==> src/rtl/mem_arb_pkg.sv <==
// mem_arb_pkg
// Shared definitions for the memory arbiter: the bus-owner state encoding
// and the select codes that steer the memory-port mux.
package mem_arb_pkg;

    // Owner of the memory port in the previous cycle.
    typedef enum logic [1:0] {
        ST_IDLE = 2'b00,
        ST_CPU  = 2'b01,
        ST_DMA  = 2'b10
    } st_t;

    // Memory-port mux select codes (same values as the owner states).
    localparam logic [1:0] SEL_NONE = 2'b00;
    localparam logic [1:0] SEL_CPU  = 2'b01;
    localparam logic [1:0] SEL_DMA  = 2'b10;

endpackage

==> src/rtl/sat_counter.sv <==
// sat_counter
// Saturating up-counter with synchronous clear.
//   clk    : clock, updates on posedge
//   rst_n  : synchronous active-low reset, forces count to 0
//   inc    : count one event (holds at MAX once reached)
//   clr    : clear to 0; with inc also high the count restarts at 1
//   count  : current value, 0..MAX
//   at_max : count == MAX
module sat_counter #(
    parameter int WIDTH = 3,
    parameter int MAX   = 4
) (
    input  logic             clk,
    input  logic             rst_n,
    input  logic             inc,
    input  logic             clr,
    output logic [WIDTH-1:0] count,
    output logic             at_max
);

    assign at_max = (count == WIDTH'(MAX));

    always_ff @(posedge clk) begin
        if (!rst_n) begin
            count <= '0;
        end else if (clr && inc) begin
            // Restart: this event is the first of a new run.
            count <= WIDTH'(1);
        end else if (clr) begin
            count <= '0;
        end else if (inc && !at_max) begin
            count <= count + WIDTH'(1);
        end
    end

endmodule

==> src/rtl/mem_arbiter.sv <==
// mem_arbiter
// Arbitrates the single synchronous-read memory port between the CPU and a
// DMA/video fetch engine. The CPU normally wins; a starvation counter forces
// a DMA slot after MAX_WAIT denied cycles, and dma_lock lets the DMA keep the
// port for up to BURST_MAX consecutive grants.
//   CLK, R                         : clock, synchronous active-low reset
//   cpu_req/we/addr/wdata          : CPU request (held until cpu_gnt)
//   cpu_gnt, cpu_rvalid            : CPU access this cycle / read data on rdata
//   dma_req/lock/we/addr/wdata     : DMA request (held until dma_gnt)
//   dma_gnt, dma_rvalid            : DMA access this cycle / read data on rdata
//   rdata                          : shared read data (mem_dout passthrough)
//   mem_we, mem_addr, mem_din      : memory port controls
//   mem_dout                       : memory read data, one cycle after address
module mem_arbiter
    import mem_arb_pkg::*;
#(
    parameter int AW        = 16,
    parameter int DW        = 8,
    parameter int MAX_WAIT  = 4,
    parameter int BURST_MAX = 8
) (
    input  logic          CLK,
    input  logic          R,
    input  logic          cpu_req,
    input  logic          cpu_we,
    input  logic [AW-1:0] cpu_addr,
    input  logic [DW-1:0] cpu_wdata,
    output logic          cpu_gnt,
    output logic          cpu_rvalid,
    input  logic          dma_req,
    input  logic          dma_lock,
    input  logic          dma_we,
    input  logic [AW-1:0] dma_addr,
    input  logic [DW-1:0] dma_wdata,
    output logic          dma_gnt,
    output logic          dma_rvalid,
    output logic [DW-1:0] rdata,
    output logic          mem_we,
    output logic [AW-1:0] mem_addr,
    output logic [DW-1:0] mem_din,
    input  logic [DW-1:0] mem_dout
);

    localparam int WW = $clog2(MAX_WAIT + 1);
    localparam int BW = $clog2(BURST_MAX + 1);

    st_t           st;
    st_t           st_next;
    logic [1:0]    sel;
    logic [WW-1:0] wait_cnt;
    logic          wait_at_max;
    logic [BW-1:0] burst_cnt;
    logic          burst_at_max;

    // Grant decision, first match wins. Nothing is granted while in reset.
    always_comb begin
        sel = SEL_NONE;
        if (!R) begin
            sel = SEL_NONE;
        end else if (st == ST_DMA && dma_lock && dma_req && !burst_at_max) begin
            sel = SEL_DMA;
        end else if (dma_req && wait_at_max) begin
            sel = SEL_DMA;
        end else if (cpu_req) begin
            sel = SEL_CPU;
        end else if (dma_req) begin
            sel = SEL_DMA;
        end
    end

    assign cpu_gnt = (sel == SEL_CPU);
    assign dma_gnt = (sel == SEL_DMA);

    // Memory-port mux; an unowned port is driven to all zeros.
    always_comb begin
        mem_we   = 1'b0;
        mem_addr = '0;
        mem_din  = '0;
        case (sel)
            SEL_CPU: begin
                mem_we   = cpu_we;
                mem_addr = cpu_addr;
                mem_din  = cpu_wdata;
            end
            SEL_DMA: begin
                mem_we   = dma_we;
                mem_addr = dma_addr;
                mem_din  = dma_wdata;
            end
            default: ;
        endcase
    end

    always_comb begin
        st_next = ST_IDLE;
        case (sel)
            SEL_CPU: st_next = ST_CPU;
            SEL_DMA: st_next = ST_DMA;
            default: st_next = ST_IDLE;
        endcase
    end

    always_ff @(posedge CLK) begin
        if (!R) begin
            st         <= ST_IDLE;
            cpu_rvalid <= 1'b0;
            dma_rvalid <= 1'b0;
        end else begin
            st         <= st_next;
            cpu_rvalid <= cpu_gnt && !cpu_we;
            dma_rvalid <= dma_gnt && !dma_we;
        end
    end

    // Consecutive cycles the DMA asked and was refused.
    sat_counter #(.WIDTH(WW), .MAX(MAX_WAIT)) u_wait (
        .clk    (CLK),
        .rst_n  (R),
        .inc    (dma_req && !dma_gnt),
        .clr    (dma_gnt || !dma_req),
        .count  (wait_cnt),
        .at_max (wait_at_max)
    );

    // Length of the current run of DMA grants; a grant that does not follow
    // a DMA cycle restarts the run at 1, any non-DMA cycle clears it.
    sat_counter #(.WIDTH(BW), .MAX(BURST_MAX)) u_burst (
        .clk    (CLK),
        .rst_n  (R),
        .inc    (dma_gnt),
        .clr    (st != ST_DMA || !dma_gnt),
        .count  (burst_cnt),
        .at_max (burst_at_max)
    );

    assign rdata = mem_dout;

endmodule

==> config.mk <==
export PLATFORM = sky130hd
export DESIGN_NAME = mem_arbiter
export DESIGN_NICKNAME = d
export VERILOG_FILES = /design/src/rtl/mem_arb_pkg.sv /design/src/rtl/sat_counter.sv /design/src/rtl/mem_arbiter.sv
export SDC_FILE = /design/constraint.sdc
export NUM_CORES = 1
export LEC_CHECK = 0
export ABC_AREA = 1
export BUFFER_PORTS_ARGS = -buffer_cell sky130_fd_sc_hd__buf_2
export CAP_MARGIN = 10
export CORE_ASPECT_RATIO = 1.2
export CORE_MARGIN = 1.5
export CORE_UTILIZATION = 35
export CTS_BUF_LIST = sky130_fd_sc_hd__clkbuf_8 sky130_fd_sc_hd__clkbuf_16
export CTS_CLUSTER_DIAMETER = 200
export DETAILED_ROUTE_END_ITERATION = 7
export PLACE_DENSITY = 0.75
export SETUP_SLACK_MARGIN = 0.4
export SLEW_MARGIN = 20
export SYNTH_ARGS = -nofsm -noshare
export SYNTH_HDL_FRONTEND = slang
export SYNTH_SLANG_ARGS = --single-unit
==> constraint.sdc <==
create_clock -name CLK -period 2.65 [get_ports CLK]
set_input_delay 0.1325 -clock CLK [delete_from_list [all_inputs] [get_ports CLK]]
set_output_delay 0.1325 -clock CLK [all_outputs]
set_load 0.02 [all_outputs]
==> results of run 1 <==
flip-flops by register name, summed over array words and instances, names as in the netlist:
| signal | cells |
|---|---|
| cpu_rvalid | 1 |
| dma_rvalid | 1 |
| u_wait.count | 3 |
| u_burst.count | 4 |
| st | 2 |
worst register-to-register path, stage by stage, from the launching register on:
cell and delay (ns):
dfxtp_1 0.32, inv_1 0.08, ha_2 0.19, nand3b_4 0.10
nand2_2 0.11, nand4_1 0.14, buf_4 0.18, ha_2 0.22
nor2_1 0.22, nand2_1 0.11, nor3_1 0.20
where the power goes:
group	switching, W	internal (W)	total [W]
logic	0.000122	0.0000985	0.000221
registers	0.00000290	0.000171	0.000174
clock network	0.0000668	0.000102	0.000169
total	0.000192	0.000372	0.000564
what timing repair did:
action,4_1_cts,5_1_grt
pin swaps,0,1
resized for setup,2,16
gates cloned,0,1
endpoints found under the setup margin,25,27
buffers inserted,0,6
metal layers:
metal / GRT usage [%] / up-vias / wire length [um]
met5: 0 / - / 0
met4: 5.81 / 0 / 32
met3: 1.85 / 3 / 181
met2: 27.0 / 45 / 1690
met1: 18.5 / 627 / 1490
li1: - / 715 / -
per-stage QoR:
| step | utilization (%) | hold slack (ns) |
|---|---|---|
| floorplan | - | 0.204 |
| detailed placement | 45.1 | 0.265 |
| global route | 50.0 | 0.0635 |
| global placement | 45.1 | 0.265 |
| finish | 50.0 | 0.0577 |
| CTS | 46.7 | 0.0539 |
area by class of cell:
class / instances / area share, %
clock buffer: 3 / 2.29
inverter: 19 / 3.96
sequential: 11 / 12.3
clock inverter: 1 / 0.208
tap: 39 / 2.71
multi-input combinational: 125 / 46.6
timing repair buffer: 94 / 31.9
placed cells by master, fill, tap and decap left out:
| master | n |
|---|---|
| a211oi_1 | 1 |
| a21oi_1 | 5 |
| a21oi_2 | 21 |
| buf_12 | 3 |
| buf_2 | 74 |
| buf_4 | 16 |
| clkbuf_16 | 1 |
| clkbuf_8 | 3 |
| dfxtp_1 | 10 |
| dfxtp_2 | 1 |
| ha_1 | 3 |
| ha_2 | 2 |
| ha_4 | 1 |
| inv_1 | 17 |
| inv_2 | 3 |
| nand2_1 | 40 |
| nand2_2 | 2 |
| nand2_4 | 1 |
| nand3_1 | 6 |
| nand3_2 | 20 |
| nand3b_4 | 1 |
| nand4_1 | 2 |
| nor2_1 | 12 |
| nor2_2 | 1 |
| nor3_1 | 3 |
| o2111ai_1 | 1 |
| o21ai_0 | 2 |
| xnor2_1 | 1 |
cell families (layout without fill, tap and decap cells):
kind of cell / count (synthesis) / count (layout) / share of synthesized area [%]
AND/OR/NAND/NOR: 88 / 88 / 38.4
buffers and inverters: 38 / 117 / 20.5
AO/OA/AOI/OAI: 30 / 30 / 17.8
flip-flops: 11 / 11 / 16.9
adder cells (fa/ha/maj): 6 / 6 / 5.76
XOR/XNOR: 1 / 1 / 0.672
how the worst max path moves through the flow:
stage | startpoint | endpoint | slack [ns] | depth (start not counted)
after floorplan | u_wait.count[0]$_SDFFE_PN0P_ | mem_addr[14] | 0.44 | 12
after global placement | u_burst.count[0]$_SDFFE_PN0P_ | mem_addr[14] | 0.52 | 10
final | u_burst.count[1]$_SDFFE_PP0P_ | mem_addr[15] | 0.49 | 11
after detailed placement | u_burst.count[0]$_SDFFE_PN0P_ | mem_addr[14] | 0.45 | 10
after global routing | u_burst.count[1]$_SDFFE_PP0P_ | mem_addr[15] | 0.37 | 11
after CTS | u_burst.count[0]$_SDFFE_PN0P_ | mem_addr[4] | 0.40 | 11
==> results.yml, run 1 <==
routing:
  drt_pass1_iterations: 4
  viasPerCell: 4.76
  routed_wl_mm: 3.40
  ant_nets: 0
  vias: 1390
  drt_iter0_drc: 30
  post_drt_wl_per_cell_um: 11.6
  drc: 0
layout:
  multi_input_area_um2: 840
  nFillCells: 362
  antenna-diode-count: 0
  final_cell_area_um2: 1800
  drive_gt1_share_pct: 59.3
  register_area_um2: 221
  final_cells: 292
  fin_nets: 323
  syn2layout_area_growth_pct: 38.2
setup_path:
  critical_path.slowest_cell: "dfxtp_1"
  critical_path_class: "reg2out"
  r2r_end: "u_wait.count[0]$_SDFFE_PN0P_"
  path_buf_inv: 4
  crit_path_start_kind: "flop"
  max_stage_delay_ns: 0.32
  cp-end-kind: "primary output"
  worstPathCellList: "inv_1 -> ha_2 -> nand3b_4 -> nand2_2 -> nand4_1 -> inv_2 -> ha_4 -> clkbuf_16 -> nand2_1 -> a21oi_2 -> buf_2"
  worstPathRequired_ns: 2.52
  path_delay_family: "buffers and inverters"
  arrival_ns: 2.03
  rr_worst_depth: 10
  rrSetupSlack_ns: 0.68
  crit_fanout: 11
  r2r-start: "u_burst.count[1]$_SDFFE_PP0P_"
timing:
  drv_slew: 0
  hold_viol: 0
  finalCriticalPeriod_ns: 2.16
  worstMarginPinSlew_ns: 0.347
  slew_headroom_pct: 76.9
  setup-violations-final: 0
  finalClockSkew_ns: 0.00478
  fmax_mhz: 462
  setup-tns-final_ns: 0
  fin_ws_ns: 0.485
  fin_crit_sh_pct: 81.7
  grt_setup_unrepaired: "no"
clock_tree:
  htree_levels: 1
  clockBufferDepth: 2
  cts_sinks: 11
  clk_latency_ns: 0.24
  ctsRootBufferMaster: "clkbuf_8"
  cts_tree: "yes"
  cts_made_buffers: 3
  clk_pin_slew_ns: 0.05
  hold_buffers: 0
status:
  outcome: "complete, no violations"
yosys:
  syn_nets: 243
  synth_flop_cell: "dfxtp_1"
  yosys_warnings: 0
  avgSynthCellArea_um2: 7.49
  synth_edf_count: 0
  synthCells: 174
  synthArstFlopShare_pct: 0
  ys_ff_latch: 11
  ys_types: 26
  yosys.area.top_type: "dfxtp_1"
  synth_area_um2: 1300
  yosysMostFrequentCell: "nand2_1"
  synth_top_area_share_pct: 16.9
  synthTopCellsByCount: "nand2_1 (41), a21oi_2 (20), nand3_2 (20), inv_1 (18), nor2_1 (12)"
  ys_seq_area_share_pct: 16.9
  synth_area_leaders: "dfxtp_1 (17%), nand3_2 (15%), a21oi_2 (13%)"
placement:
  pre_cts_ws_ns: 0.450
  port_buffers: 83
  gp_congestion: 0.765
  place_inst: 281
  place_hpwl_mm: 2.56
  postPlaceCellArea_um2: 1630
hold_path:
  hold_path_depth: 2
  holdPathEnd: "cpu_rvalid$_SDFF_PN0_"
  min-delay-start: "cpu_we"
  hp-class: "in2reg"
grt:
  grt_max_degree: 24
  gr-total-overflow: 0
  grt_pass1_wl_mm: 5.04
  grt_pass1_vias: 1227
  track_usage_pct: 15.3
  antenna_found_initial: 0
die:
  fp.dieArea_um2: 4100
  coreArea_um2: 3600
  die_w_um: 58.7
  initial_core_util_pct: 36.2
  die_h_um: 69.9
  boundaryPins: 100
  rows: 24
pwr:
  ir_drop_mv: 0.336
  p_per_area_nw_per_um2: 313
  leakage_nw: 0.855
  p_total_w: 0.000564
run:
  cap_violations: 0
(Power assumes the default switching activity.)
==> run 2: changes to the inputs <==
==> constraint.sdc (replaced) <==
create_clock -name CLK -period 2.04 [get_ports CLK]
set_input_delay 0.102 -clock CLK [delete_from_list [all_inputs] [get_ports CLK]]
set_output_delay 0.102 -clock CLK [all_outputs]
set_load 0.02 [all_outputs]
==> run 2 against run 1 <==
Non-clock buffer count rose by 8. Design area rose by 33%. Hold slack got worse by 0.028 ns. Sequential cell count did not move. Sequential share of layout area fell by 2.9 points. Register-to-register slack got worse by 0.48 ns. Count of clock-buffer cells in the layout did not move. Largest power group unchanged. Highest routed layer unchanged.
==> results.yml, run 2 (synthesis results as in run 1) <==
layout:
  final_common_cell: "buf_2"
  top_regs: "u_burst.count (4), u_wait.count (3), st (2)"
  drive_gt1_share_pct: 74.3
  largest_reg_flops: 4
  antenna-diode-count: 0
  syn2layout_area_growth_pct: 83.8
  top_register: "u_burst.count"
  fin_nets: 331
  layout_common_cells: "buf_2 (56), buf_6 (31), nand2_1 (26)"
  final_cell_area_um2: 2400
timing:
  setup-violations-final: 0
  drv_slew: 0
  worstMarginPinSlew_ns: 0.412
  finalClockSkew_ns: 0.00190
  fin_crit_sh_pct: 97.6
  grt_setup_unrepaired: "yes"
  fmax_mhz: 503
  finalCriticalPeriod_ns: 1.99
  hold_viol: 0
  slew_headroom_pct: 72.5
clock_tree:
  clockBufferDepth: 2
  cts_tree: "yes"
  htree_levels: 1
  cts_sinks: 11
  clk_pin_slew_ns: 0.05
  hold_buffers: 0
  clk_latency_ns: 0.24
  ctsRootBufferMaster: "clkbuf_8"
  cts_made_buffers: 3
setup_path:
  worstPathRequired_ns: 1.94
  r2r-start: "u_burst.count[1]$_SDFFE_PP0P_"
  arrival_ns: 1.89
  max_stage_delay_ns: 0.32
  crit_path_start_kind: "flop"
  r2r_end: "u_wait.count[2]$_SDFFE_PP0P_"
  cp-end-kind: "primary output"
  crit_fanout: 13
  critical_path_class: "reg2out"
  worstPathCellList: "inv_2 -> ha_4 -> nand3b_4 -> nand2_4 -> nand4_1 -> inv_2 -> ha_4 -> buf_12 -> nand2_1 -> a21oi_4 -> buf_6"
  rr_worst_depth: 12
  critical_path.slowest_cell: "dfxtp_2"
  rrSetupSlack_ns: 0.20
placement:
  gp_congestion: 0.759
  postPlaceCellArea_um2: 1860
  port_buffers: 83
  place_hpwl_mm: 2.56
pwr:
  leakage_nw: 0.977
  ir_drop_mv: 0.341
  p_per_area_nw_per_um2: 355
  p_total_w: 0.000850
grt:
  grt_pass1_wl_mm: 6.19
  gr-total-overflow: 0
  grt_pass1_vias: 1423
  antenna_found_initial: 0
  grt_max_degree: 28
  track_usage_pct: 18.6
die:
  fp.dieArea_um2: 4100
  boundaryPins: 100
  die_w_um: 58.7
  initial_core_util_pct: 36.2
  coreArea_um2: 3600
  die_h_um: 69.9
  rows: 24
routing:
  ant_nets: 0
  drt_pass1_iterations: 4
  post_drt_wl_per_cell_um: 14.1
  viasPerCell: 4.96
  drc: 0
  drt_iter0_drc: 84
  vias: 1487
  routed_wl_mm: 4.24
hold_path:
  holdPathEnd: "cpu_rvalid$_SDFF_PN0_"
  min-delay-start: "cpu_we"
  hold_path_depth: 2
  hp-class: "in2reg"
run:
  cap_violations: 0
status:
  outcome: "complete, no violations"
[run 2: what timing repair did]
action	4_1_cts	5_1_grt
setup endpoints to repair	33	35
cloned	0	1
resized for setup	61	32
pin swaps	11	5
buffers inserted	15	1
[run 2: final cells by class]
class | count | area, um2
clock buffer | 3 | 41.3
sequential | 11 | 225
timing repair buffer | 102 | 810
tap | 39 | 48.8
clock inverter | 1 | 3.75
fill | 291 | 1210
multi-input combinational | 125 | 1190
inverter | 19 | 76.3
[run 2: power breakdown]
group	total (W)	switching [W]	internal, W
Clock	0.000216	0.0000838	0.000132
Sequential	0.000227	0.00000461	0.000223
Combinational	0.000407	0.000224	0.000183
Total	0.000850	0.000312	0.000538
[run 2: per-layer routing]
metal / global-route usage, % / share of wire (%)
met2: 36.3 / 53
met3: 2.78 / 6.8
met5: 0 / 0
met1: 20.7 / 40
met4: 3.03 / 0.68
[run 2: worst max-delay path by stage]
stage / startpoint / endpoint / slack (ns) / cells past startpoint
floorplan: u_burst.count[1]$_SDFFE_PP0P_ / mem_addr[0] / 0.32 / 10
detailed placement: u_burst.count[0]$_SDFFE_PN0P_ / mem_addr[15] / 0.04 / 9
global route: u_burst.count[0]$_SDFFE_PN0P_ / mem_din[4] / -0.03 / 11
global placement: u_burst.count[0]$_SDFFE_PN0P_ / mem_addr[7] / 0.07 / 9
CTS: u_burst.count[1]$_SDFFE_PP0P_ / mem_din[4] / 0.1 / 11
finish: u_burst.count[1]$_SDFFE_PP0P_ / mem_addr[14] / 0.05 / 11
[run 2: critical path: cells and delay by family (launching register included)]
family                   cells  cell delay, ns
AND/OR/NAND/NOR              4            0.42
buffers and inverters        4            0.47
flip-flops                   1            0.32
adder cells (fa/ha/maj)      2            0.30
AO/OA/AOI/OAI                1            0.14
[run 2: per-stage QoR]
stage	setup TNS [ns]	util, %	hold slack, ns	worst slack, ns	instances
floorplan	0	-	0.174	0.320	174
global placement	0	51.7	0.204	0.0659	279
detailed placement	0	51.7	0.204	0.0439	279
CTS	0	62.5	0.0316	0.0997	298
global route	-0.213	66.5	0.0448	-0.0348	300
finish	0	66.5	0.0302	0.0500	300
==> run 3: changes to the inputs <==
--- a/config.mk
+++ b/config.mk
@@ -15,6 +15,7 @@
 export CTS_CLUSTER_DIAMETER = 200
 export DETAILED_ROUTE_END_ITERATION = 7
 export PLACE_DENSITY = 0.75
+export REMOVE_ABC_BUFFERS = 1
 export SETUP_SLACK_MARGIN = 0.4
 export SLEW_MARGIN = 20
 export SYNTH_ARGS = -nofsm -noshare
==> run 3 against run 2 <==
Global-route usage is 0.51 points higher. Maximum frequency down 1.6%. Design area down 6.3%. Sequential cell count stayed put. Via count rose by 2.1%. Hold slack gained 0.0041 ns. Clock skew increased by 0.0020 ns. Wire length decreased by 1.1%. Clock power up 4%. Setup slack got worse by 0.032 ns. Combinational power shrank 9.6%. Total power down 3.6%. Critical endpoint unchanged.
==> results.yml, run 3 (synthesis results as in run 1) <==
setup_path:
  critical_path.slowest_cell: "dfxtp_2"
  worstPathRequired_ns: 1.94
  worstPathCellList: "inv_2 -> ha_4 -> nand3b_4 -> nand2_4 -> nand4_1 -> inv_2 -> ha_4 -> buf_12 -> buf_16 -> nand2_1 -> a21oi_1 -> buf_4"
  arrival_ns: 1.92
  crit_fanout: 10
  r2r-start: "u_wait.count[1]$_SDFFE_PP0P_"
  cp-end-kind: "primary output"
  max_stage_delay_ns: 0.33
  critical_path_class: "reg2out"
  crit_start: "u_burst.count[1]$_SDFFE_PP0P_"
  crit_path_start_kind: "flop"
pwr:
  ir_drop_mv: 0.193
  p_per_area_nw_per_um2: 365
  leakage_nw: 0.998
timing:
  fin_crit_sh_pct: 99.1
  worstMarginPinSlew_ns: 0.306
  grt_setup_unrepaired: "yes"
  fin_ws_ns: 0.0179
  finalClockSkew_ns: 0.00394
  setup-violations-final: 0
  fmax_mhz: 495
  setup-tns-final_ns: 0
  drv_slew: 0
  slew_headroom_pct: 79.6
  hold_viol: 0
  finalCriticalPeriod_ns: 2.02
grt:
  track_usage_pct: 19.1
  grt_pass1_wl_mm: 6.24
  antenna_found_initial: 0
  grt_max_degree: 24
  grt_pass1_vias: 1400
  gr-total-overflow: 0
clock_tree:
  ctsRootBufferMaster: "clkbuf_8"
  clk_latency_ns: 0.24
  cts_made_buffers: 3
  clockBufferDepth: 2
  cts_tree: "yes"
  hold_buffers: 0
  clk_pin_slew_ns: 0.05
  cts_sinks: 11
  htree_levels: 1
status:
  outcome: "complete, no violations"
layout:
  layout_common_cells: "buf_2 (56), buf_4 (32), nand2_1 (25)"
  drive_gt1_share_pct: 75.6
  largest_reg_flops: 4
  nFillCells: 316
  multi_input_area_um2: 1040
  fin_nets: 336
  final_common_cell: "buf_2"
  final_cells: 305
  register_area_um2: 225
  top_regs: "u_burst.count (4), u_wait.count (3), st (2)"
  syn2layout_area_growth_pct: 72.2
  top_register: "u_burst.count"
  antenna-diode-count: 0
placement:
  place_inst: 283
  port_buffers: 83
  pre_cts_ws_ns: -0.00829
  gp_congestion: 0.735
  place_hpwl_mm: 2.59
die:
  die_h_um: 69.9
  coreArea_um2: 3600
  rows: 24
  die_w_um: 58.7
  fp.dieArea_um2: 4100
  boundaryPins: 100
  initial_core_util_pct: 36.2
routing:
  drt_iter0_drc: 33
  vias: 1518
  post_drt_wl_per_cell_um: 13.7
  drt_pass1_iterations: 4
  drc: 0
  ant_nets: 0
  routed_wl_mm: 4.19
  viasPerCell: 4.98
run:
  cap_violations: 0
hold_path:
  min-delay-start: "cpu_we"
  hp-class: "in2reg"
[run 3: changes by cell type in the layout (fill, tap and decap cells not counted), sizes merged]
cell,change
buf,+6
clkbuf,-1
[run 3: metal layers]
metal	up-vias	track usage (%)	wire length (um)
met2	67	33.2	2270
met4	0	7.58	91
met3	10	4.26	217
met5	-	0	0
li1	738	-	-
met1	703	22.2	1620
[run 3: final cells by class]
cell class	count	area share [%]
Clock inverter	1	0.167
Sequential cell	11	10.0
Clock buffer	3	1.84
Timing Repair Buffer	107	35.7
Tap cell	39	2.17
Inverter	19	3.62
Multi-Input combinational cell	125	46.5
[run 3: through the flow]
| step | cell area [um2] | util (%) | hold slack [ns] | total power (W) |
|---|---|---|---|---|
| after floorplan | 1110 | - | 0.174 | 0.000357 |
| after global placement | 1630 | 45.2 | 0.204 | 0.000474 |
| after detailed placement | 1630 | 45.2 | 0.204 | 0.000477 |
| after CTS | 2080 | 57.6 | 0.0268 | 0.000784 |
| after global routing | 2240 | 62.3 | 0.0457 | 0.000858 |
| final | 2240 | 62.3 | 0.0343 | 0.000820 |
[run 3: power by group]
group | leakage (nW) | internal (W) | total (W) | switching (W)
clock | 0.0269 | 0.000133 | 0.000225 | 0.0000921
combinational | 0.879 | 0.000172 | 0.000368 | 0.000196
sequential | 0.0913 | 0.000222 | 0.000227 | 0.00000407
total | 0.998 | 0.000528 | 0.000820 | 0.000292
[run 3: path summary, 6_finish.rpt]
check,endpoint,slack (ns),cells after the start
setup / recovery,mem_addr[14],0.02,12
hold / removal,cpu_rvalid$_SDFF_PN0_,0.03,2
setup reg to reg,u_burst.count[1]$_SDFFE_PP0P_,0.17,15
hold reg to reg,u_burst.count[1]$_SDFFE_PP0P_,0.53,2
[run 3: what timing repair did]
action / CTS / global route
resized for setup: 78 / 41
pin swaps: 23 / 14
cloned: 2 / 0
endpoints found under the setup margin: 34 / 35
setup buffers: 13 / 3
[run 3: critical path: cells and delay by family (launching register included)]
kind / cells / cell delay (ns)
AOI/OAI and AO/OA: 1 / 0.14
buffers and inverters: 5 / 0.60
and+or+nand+nor: 4 / 0.33
adders and majority gates: 2 / 0.29
DFF: 1 / 0.33
